[src/rtl/snake_gfx_pkg.sv]
// Shared graphics types: RGB struct, named colours and the compositor's power-up palette.
package snake_gfx_pkg;

    localparam int COLOR_W = 8;

    typedef struct packed {
        logic [COLOR_W-1:0] r;
        logic [COLOR_W-1:0] g;
        logic [COLOR_W-1:0] b;
    } rgb_t;

    localparam rgb_t WHITE = '{r: {COLOR_W{1'b1}}, g: {COLOR_W{1'b1}}, b: {COLOR_W{1'b1}}};
    localparam rgb_t BLACK = '{r: {COLOR_W{1'b0}}, g: {COLOR_W{1'b0}}, b: {COLOR_W{1'b0}}};
    localparam rgb_t RED   = '{r: {COLOR_W{1'b1}}, g: {COLOR_W{1'b0}}, b: {COLOR_W{1'b0}}};
    localparam rgb_t GREEN = '{r: {COLOR_W{1'b0}}, g: {COLOR_W{1'b1}}, b: {COLOR_W{1'b0}}};
    localparam rgb_t BLUE  = '{r: {COLOR_W{1'b0}}, g: {COLOR_W{1'b0}}, b: {COLOR_W{1'b1}}};

    typedef enum logic [2:0] {
        COL_BLACK,
        COL_WHITE,
        COL_RED,
        COL_GREEN,
        COL_BLUE
    } color_name_e;

    // Colours are named rather than sized so that any channel width can expand them.
    function automatic color_name_e default_color(input int idx, input int num_layers);
        if (idx == num_layers) begin
            return COL_WHITE;
        end
        case (idx)
            0:       return COL_BLUE;
            1, 2:    return COL_RED;
            3:       return COL_GREEN;
            default: return COL_BLACK;
        endcase
    endfunction

    function automatic logic [2:0] color_mask(input color_name_e c);
        case (c)
            COL_WHITE: return 3'b111;
            COL_RED:   return 3'b100;
            COL_GREEN: return 3'b010;
            COL_BLUE:  return 3'b001;
            default:   return 3'b000;
        endcase
    endfunction

endpackage

[src/rtl/layer_priority_enc.sv]
// Lowest-index-wins priority encoder over the effective layer hits.
module layer_priority_enc #(
    parameter int N     = 4,
    parameter int IDX_W = $clog2(N + 1)
) (
    input  logic [N-1:0]     hits,
    output logic [IDX_W-1:0] idx,
    output logic             hit
);

    always_comb begin
        idx = '0;
        hit = 1'b0;
        for (int k = N - 1; k >= 0; k--) begin
            if (hits[k]) begin
                idx = IDX_W'(k);
                hit = 1'b1;
            end
        end
    end

endmodule

[src/rtl/layer_compositor.sv]
// Two-stage pixel compositor: priority select + blink/flash qualify, then palette lookup,
// inversion and blanking. Palette and blink counter live here.
module layer_compositor
    import snake_gfx_pkg::*;
#(
    parameter int NUM_LAYERS   = 4,
    parameter int COLOR_W      = 8,
    parameter int BLINK_FRAMES = 16
) (
    input  logic                           clk_i,
    input  logic                           rst_ni,
    input  logic                           display_enable_i,
    input  logic [NUM_LAYERS-1:0]          layer_gfx_i,
    input  logic [NUM_LAYERS-1:0]          layer_blink_i,
    input  logic                           frame_start_i,
    input  logic                           flash_i,
    input  logic                           pal_we_i,
    input  logic [$clog2(NUM_LAYERS+1)-1:0] pal_addr_i,
    input  logic [3*COLOR_W-1:0]           pal_data_i,
    output logic [COLOR_W-1:0]             r_o,
    output logic [COLOR_W-1:0]             g_o,
    output logic [COLOR_W-1:0]             b_o,
    output logic                           de_o
);

    localparam int AW    = $clog2(NUM_LAYERS + 1);
    localparam int PAL_W = 3 * COLOR_W;
    localparam int CNT_W = (BLINK_FRAMES > 1) ? $clog2(BLINK_FRAMES) : 1;
    localparam logic [CNT_W-1:0] CNT_MAX = CNT_W'(BLINK_FRAMES - 1);
    localparam logic [AW-1:0]    BG_IDX  = AW'(NUM_LAYERS);

    function automatic logic [PAL_W-1:0] expand(input color_name_e c);
        logic [2:0] m;
        m = color_mask(c);
        return {{COLOR_W{m[2]}}, {COLOR_W{m[1]}}, {COLOR_W{m[0]}}};
    endfunction

    logic [PAL_W-1:0]      pal [NUM_LAYERS+1];
    logic [CNT_W-1:0]      blink_cnt;
    logic                  blink_phase;
    logic [NUM_LAYERS-1:0] eff_hits;
    logic [AW-1:0]         enc_idx;
    logic                  enc_hit;
    logic [AW-1:0]         s1_idx;
    logic                  s1_de;
    logic                  s1_flash;
    logic [PAL_W-1:0]      lookup;

    // The palette resets with everything else so a mid-frame reset restores the defaults.
    always_ff @(posedge clk_i or negedge rst_ni) begin
        if (!rst_ni) begin
            for (int e = 0; e <= NUM_LAYERS; e++) begin
                pal[e] <= expand(default_color(e, NUM_LAYERS));
            end
        end else if (pal_we_i && (pal_addr_i <= BG_IDX)) begin
            pal[pal_addr_i] <= pal_data_i;
        end
    end

    always_ff @(posedge clk_i or negedge rst_ni) begin
        if (!rst_ni) begin
            blink_cnt   <= '0;
            blink_phase <= 1'b0;
        end else if (frame_start_i) begin
            if (blink_cnt == CNT_MAX) begin
                blink_cnt   <= '0;
                blink_phase <= ~blink_phase;
            end else begin
                blink_cnt <= blink_cnt + 1'b1;
            end
        end
    end

    assign eff_hits = layer_gfx_i & ~(layer_blink_i & {NUM_LAYERS{blink_phase}});

    layer_priority_enc #(
        .N     (NUM_LAYERS),
        .IDX_W (AW)
    ) u_enc (
        .hits (eff_hits),
        .idx  (enc_idx),
        .hit  (enc_hit)
    );

    always_ff @(posedge clk_i or negedge rst_ni) begin
        if (!rst_ni) begin
            s1_idx   <= '0;
            s1_de    <= 1'b0;
            s1_flash <= 1'b0;
        end else begin
            s1_idx   <= enc_hit ? enc_idx : BG_IDX;
            s1_de    <= display_enable_i;
            s1_flash <= flash_i & blink_phase;
        end
    end

    // Read before the write port updates, so a same-cycle write yields the old entry.
    assign lookup = pal[s1_idx];

    always_ff @(posedge clk_i or negedge rst_ni) begin
        if (!rst_ni) begin
            r_o  <= '0;
            g_o  <= '0;
            b_o  <= '0;
            de_o <= 1'b0;
        end else begin
            de_o <= s1_de;
            if (s1_de) begin
                {r_o, g_o, b_o} <= lookup ^ {PAL_W{s1_flash}};
            end else begin
                {r_o, g_o, b_o} <= '0;
            end
        end
    end

endmodule

[config.mk]
export PLATFORM = sky130hd
export DESIGN_NAME = layer_compositor
export DESIGN_NICKNAME = d
export VERILOG_FILES = /design/src/rtl/snake_gfx_pkg.sv /design/src/rtl/layer_priority_enc.sv /design/src/rtl/layer_compositor.sv
export SDC_FILE = /design/constraint.sdc
export NUM_CORES = 1
export LEC_CHECK = 0
export ABC_AREA = 1
export BUFFER_PORTS_ARGS = -buffer_cell sky130_fd_sc_hd__buf_2
export CAP_MARGIN = 10
export CELL_PAD_IN_SITES_DETAIL_PLACEMENT = 2
export CELL_PAD_IN_SITES_GLOBAL_PLACEMENT = 2
export CORE_MARGIN = 3
export CORE_UTILIZATION = 36
export CTS_BUF_LIST = sky130_fd_sc_hd__clkbuf_16
export DETAILED_ROUTE_END_ITERATION = 7
export PLACE_DENSITY_LB_ADDON = 0.1
export SYNTH_ARGS = -nofsm -noshare
export SYNTH_HDL_FRONTEND = slang
export SYNTH_SLANG_ARGS = --single-unit
[constraint.sdc]
create_clock -name clk_i -period 1.8 [get_ports clk_i]
set_input_delay 0.09 -clock clk_i [delete_from_list [all_inputs] [get_ports clk_i]]
set_output_delay 0.09 -clock clk_i [all_outputs]
set_load 0.02 [all_outputs]
==> impl_results.md <==
* Placed insts at 1075
* Vert. Die Dim at 144 um
* Synth-to-layout area growth at 23.1%
* Async S/R FF share, synth at 1.00
* Top layer used by detailed routing: met4
* Syn Inst Count at 808
* Clock Latency Late Sink at 430 ps
* R2R Setup Slk at 250 ps
* Max Root-Sink Buffers at 2
* #FFs+latches synth at 155
* Mapped Avg Cell Area at 8.43 um^2
* CTS tree: done
* Antenna cell count at 0
* Worst path arrival time at 1900 ps
* Setup repair bufs after CTS at 0
* Power Internal at 7.67 mW
* Post-synth EDFFs at 0
* Synth area leaders: dfrtp_1 (36%), dfstp_2 (22%), nand2_1 (15%)
* Critical path type: reg2reg
* Tot Pwr at 11.4 mW
* Sw frac at 0.325
* Peak VDD IR at 0.792 mV
* Via count at 5984
* Detailed-placement wirelength estimate at 13500 um
* GPL Wtd Cong at 0.743
* First-pass GRT wire length at 36900 um
* Port bufs at 65
* Slowest cell on crit path: dfrtp_1
* Initial antenna violation count at 0
* Setup crit end kind: register
* Worst Max-Slew Pin Slew at 524 ps
* CP peak stage delay at 430 ps
* Crit-path cells: buf_12 -> nor3_4 -> buf_12 -> nand2_1 -> nand3_1 -> nand2_1 -> nor2_1
* Setup crit start kind: register
* Clk sinks at 155
* Metal3 WL at 501 um
* Worst Skew at 11.6 ps
* Largest net degree at the start of global routing at 52
* Share of the synthesized area in the top cell type at 0.364
* I/O pin cnt at 66
* Crit. path cell count at 7
* GRT overflow at 0
* Final Max Tran Viols at 0
* CP endpoint: b_o[0]
* Slew headroom at 0.651
* # Max-Cap Violations at 0
* Seq/Total Area, Yosys at 0.580
* Cell depth of the worst flop-to-flop path at 7
* # resized after CTS at 0
* Layout cell share with drive strength beyond 1 at 0.196
* Count leader, synth: nand2_1
* Die ar. at 20600 um^2
* Clock power frac at 0.332
* DR iter-0 viols at 219
* WL per Instance at 19.7 um
* Crit share post-route at 0.862
* CP required at 2150 ps
* Critical R2R Launch: s1_idx[0]
* Synthesized area at 6810 um^2
* Status: finished, final reports clean
* HP Class: in2reg
* Non-Filler Instances at 1134
* Vias per cell at 5.28
* Worst hold stages at 3
* Die W at 144 um
* Synth cell types at 23
* Rows at 49
* Crit Path Max Fanout at 32
* Pwr dens at 1350 nW/um^2
* Top FF cell, synth: dfrtp_1
* Remaining DRCs at 0
* Fin. Hold Viols at 0
* Worst setup startpoint: s1_idx[0]
* Root buffer cell: clkbuf_16
* Combinational power share at 0.242
* DR WL met2 at 11900 um
* Drt pass-1 iters at 5
* Pleak at 4.02 nW
* Cts bufs inserted at 17
* Final WL at 22400 um
* R2r endpoint: b_o[0]
* Post-route setup TNS at 0 ps
* Top cells by count, synth: nand2_1 (281), o21ai_0 (121), nand3_1 (101), dfrtp_1 (99), dfstp_2 (56)
* CP Buf/Inv Count at 2
* F_max at 645 MHz
* Met1 wire length at 9850 um
* Core area at 18300 um^2
* Final antenna-violating net count at 0
* Total track usage at 0.231
* Clock transition at the registers of the reported paths at 60 ps
* CP top delay family: simple AND/OR/NAND/NOR gates
* Vias in the first global route at 6869
* Crit path time final at 1550 ps
* Synth area leader: dfrtp_1
* RSZ-0062 raised after global routing: no
* Final net count at 934
* H-tree depth at 4
* Initial Util at 0.373
* Yosys warnings at 0
* Share of power burned in registers at 0.427
* Setup violations, final at 0
* Mapped Nets at 850
* NetSw at 3.70 mW
layout make-up:
type	count	area, um^2
sequential	155	3950
tap	229	287
clock buffer	17	425
timing repair buffer	115	912
clock inverter	15	183
inverter	37	139
fill	2018	9880
multi-input combinational	566	2490
through the flow:
stage	util	setup slack, ps	cell area [um^2]	hold WS [ps]
after floorplan	-	509	6810	-206
after global placement	0.411	370	7510	78.4
after detailed placement	0.411	271	7510	77.4
after CTS	0.459	260	8390	1.78
after global routing	0.459	134	8390	46.2
final	0.459	249	8390	8.39
routing by layer:
metal | track usage | up-vias
met5 | 0 | -
met4 | 0.0461 | 0
met3 | 0.0423 | 15
met2 | 0.419 | 68
met1 | 0.287 | 3107
li1 | - | 2794
cells in the final DEF (no fill, tap or decap):
cell type      count
dlygate4sd3_1     27
o21ai_0          121
buf_12            11
inv_6              1
xor2_1             2
clkinvlp_4         4
and2_1             1
clkinv_2           1
clkbuf_16         17
a21oi_1           25
inv_2              3
xnor2_1            1
dfrtp_1           99
buf_6              1
ha_1               1
nor2_1            28
dfstp_2           56
clkinv_1           3
inv_1             36
nand3_1          100
mux2_2             1
bufinv_16          4
nand2_1          281
nand4_1            2
nor3_4             1
nand3_2            1
buf_4             12
a21boi_0           1
buf_2             64
state kept, by name (all words and copies together) (netlist names):
register	flops
r_o	8
de_o	1
b_o	8
s1_flash	1
blink_phase	1
s1_de	1
s1_idx	3
pal	120
blink_cnt	4
g_o	8
worst reg2reg max path: cells and delay by family, from the launching register on:
| kind | cells | cell delay (ps) |
|---|---|---|
| simple gates | 5 | 660 |
| buf+inv | 2 | 390 |
| flops | 1 | 430 |
power by group through the flow:
stage / combinational [mW] / clock (mW) / sequential [mW]
after floorplan: 1.55 / 0 / 4.95
after global placement: 2.50 / 0 / 4.83
after detailed placement: 2.69 / 0 / 4.88
after CTS: 2.80 / 3.85 / 4.85
after global routing: 3.14 / 4.00 / 4.95
final: 2.74 / 3.77 / 4.85
timing repair:
item | in CTS | in global routing
hold buffers | 27 | 0
setup endpoints to repair | 0 | 0
hold endpoints to repair | 96 | 0
cell families after synthesis:
| logic type | Yosys count | synth area share |
|---|---|---|
| muxes | 1 | 0.00165 |
| buffers and inverters | 87 | 0.0549 |
| adders and majority gates | 1 | 0.00184 |
| AOI/OAI and AO/OA | 147 | 0.108 |
| DFF | 155 | 0.580 |
| and+or+nand+nor | 414 | 0.250 |
| xor gates and xnor gates | 3 | 0.00386 |
worst min path at each step:
| stage | end | start |
|---|---|---|
| 2_1_floorplan | b_o[0] | rst_ni |
| 3_3_place_gp | r_o[6] | rst_ni |
| 3_5_place_dp | pal[118] | rst_ni |
| 4_1_cts | pal[101] | pal_data_i[5] |
| 5_1_grt | pal[1] | pal_data_i[1] |
| 6_report | pal[101] | pal_data_i[5] |
Note: power is estimated with default switching activity, not from simulation.
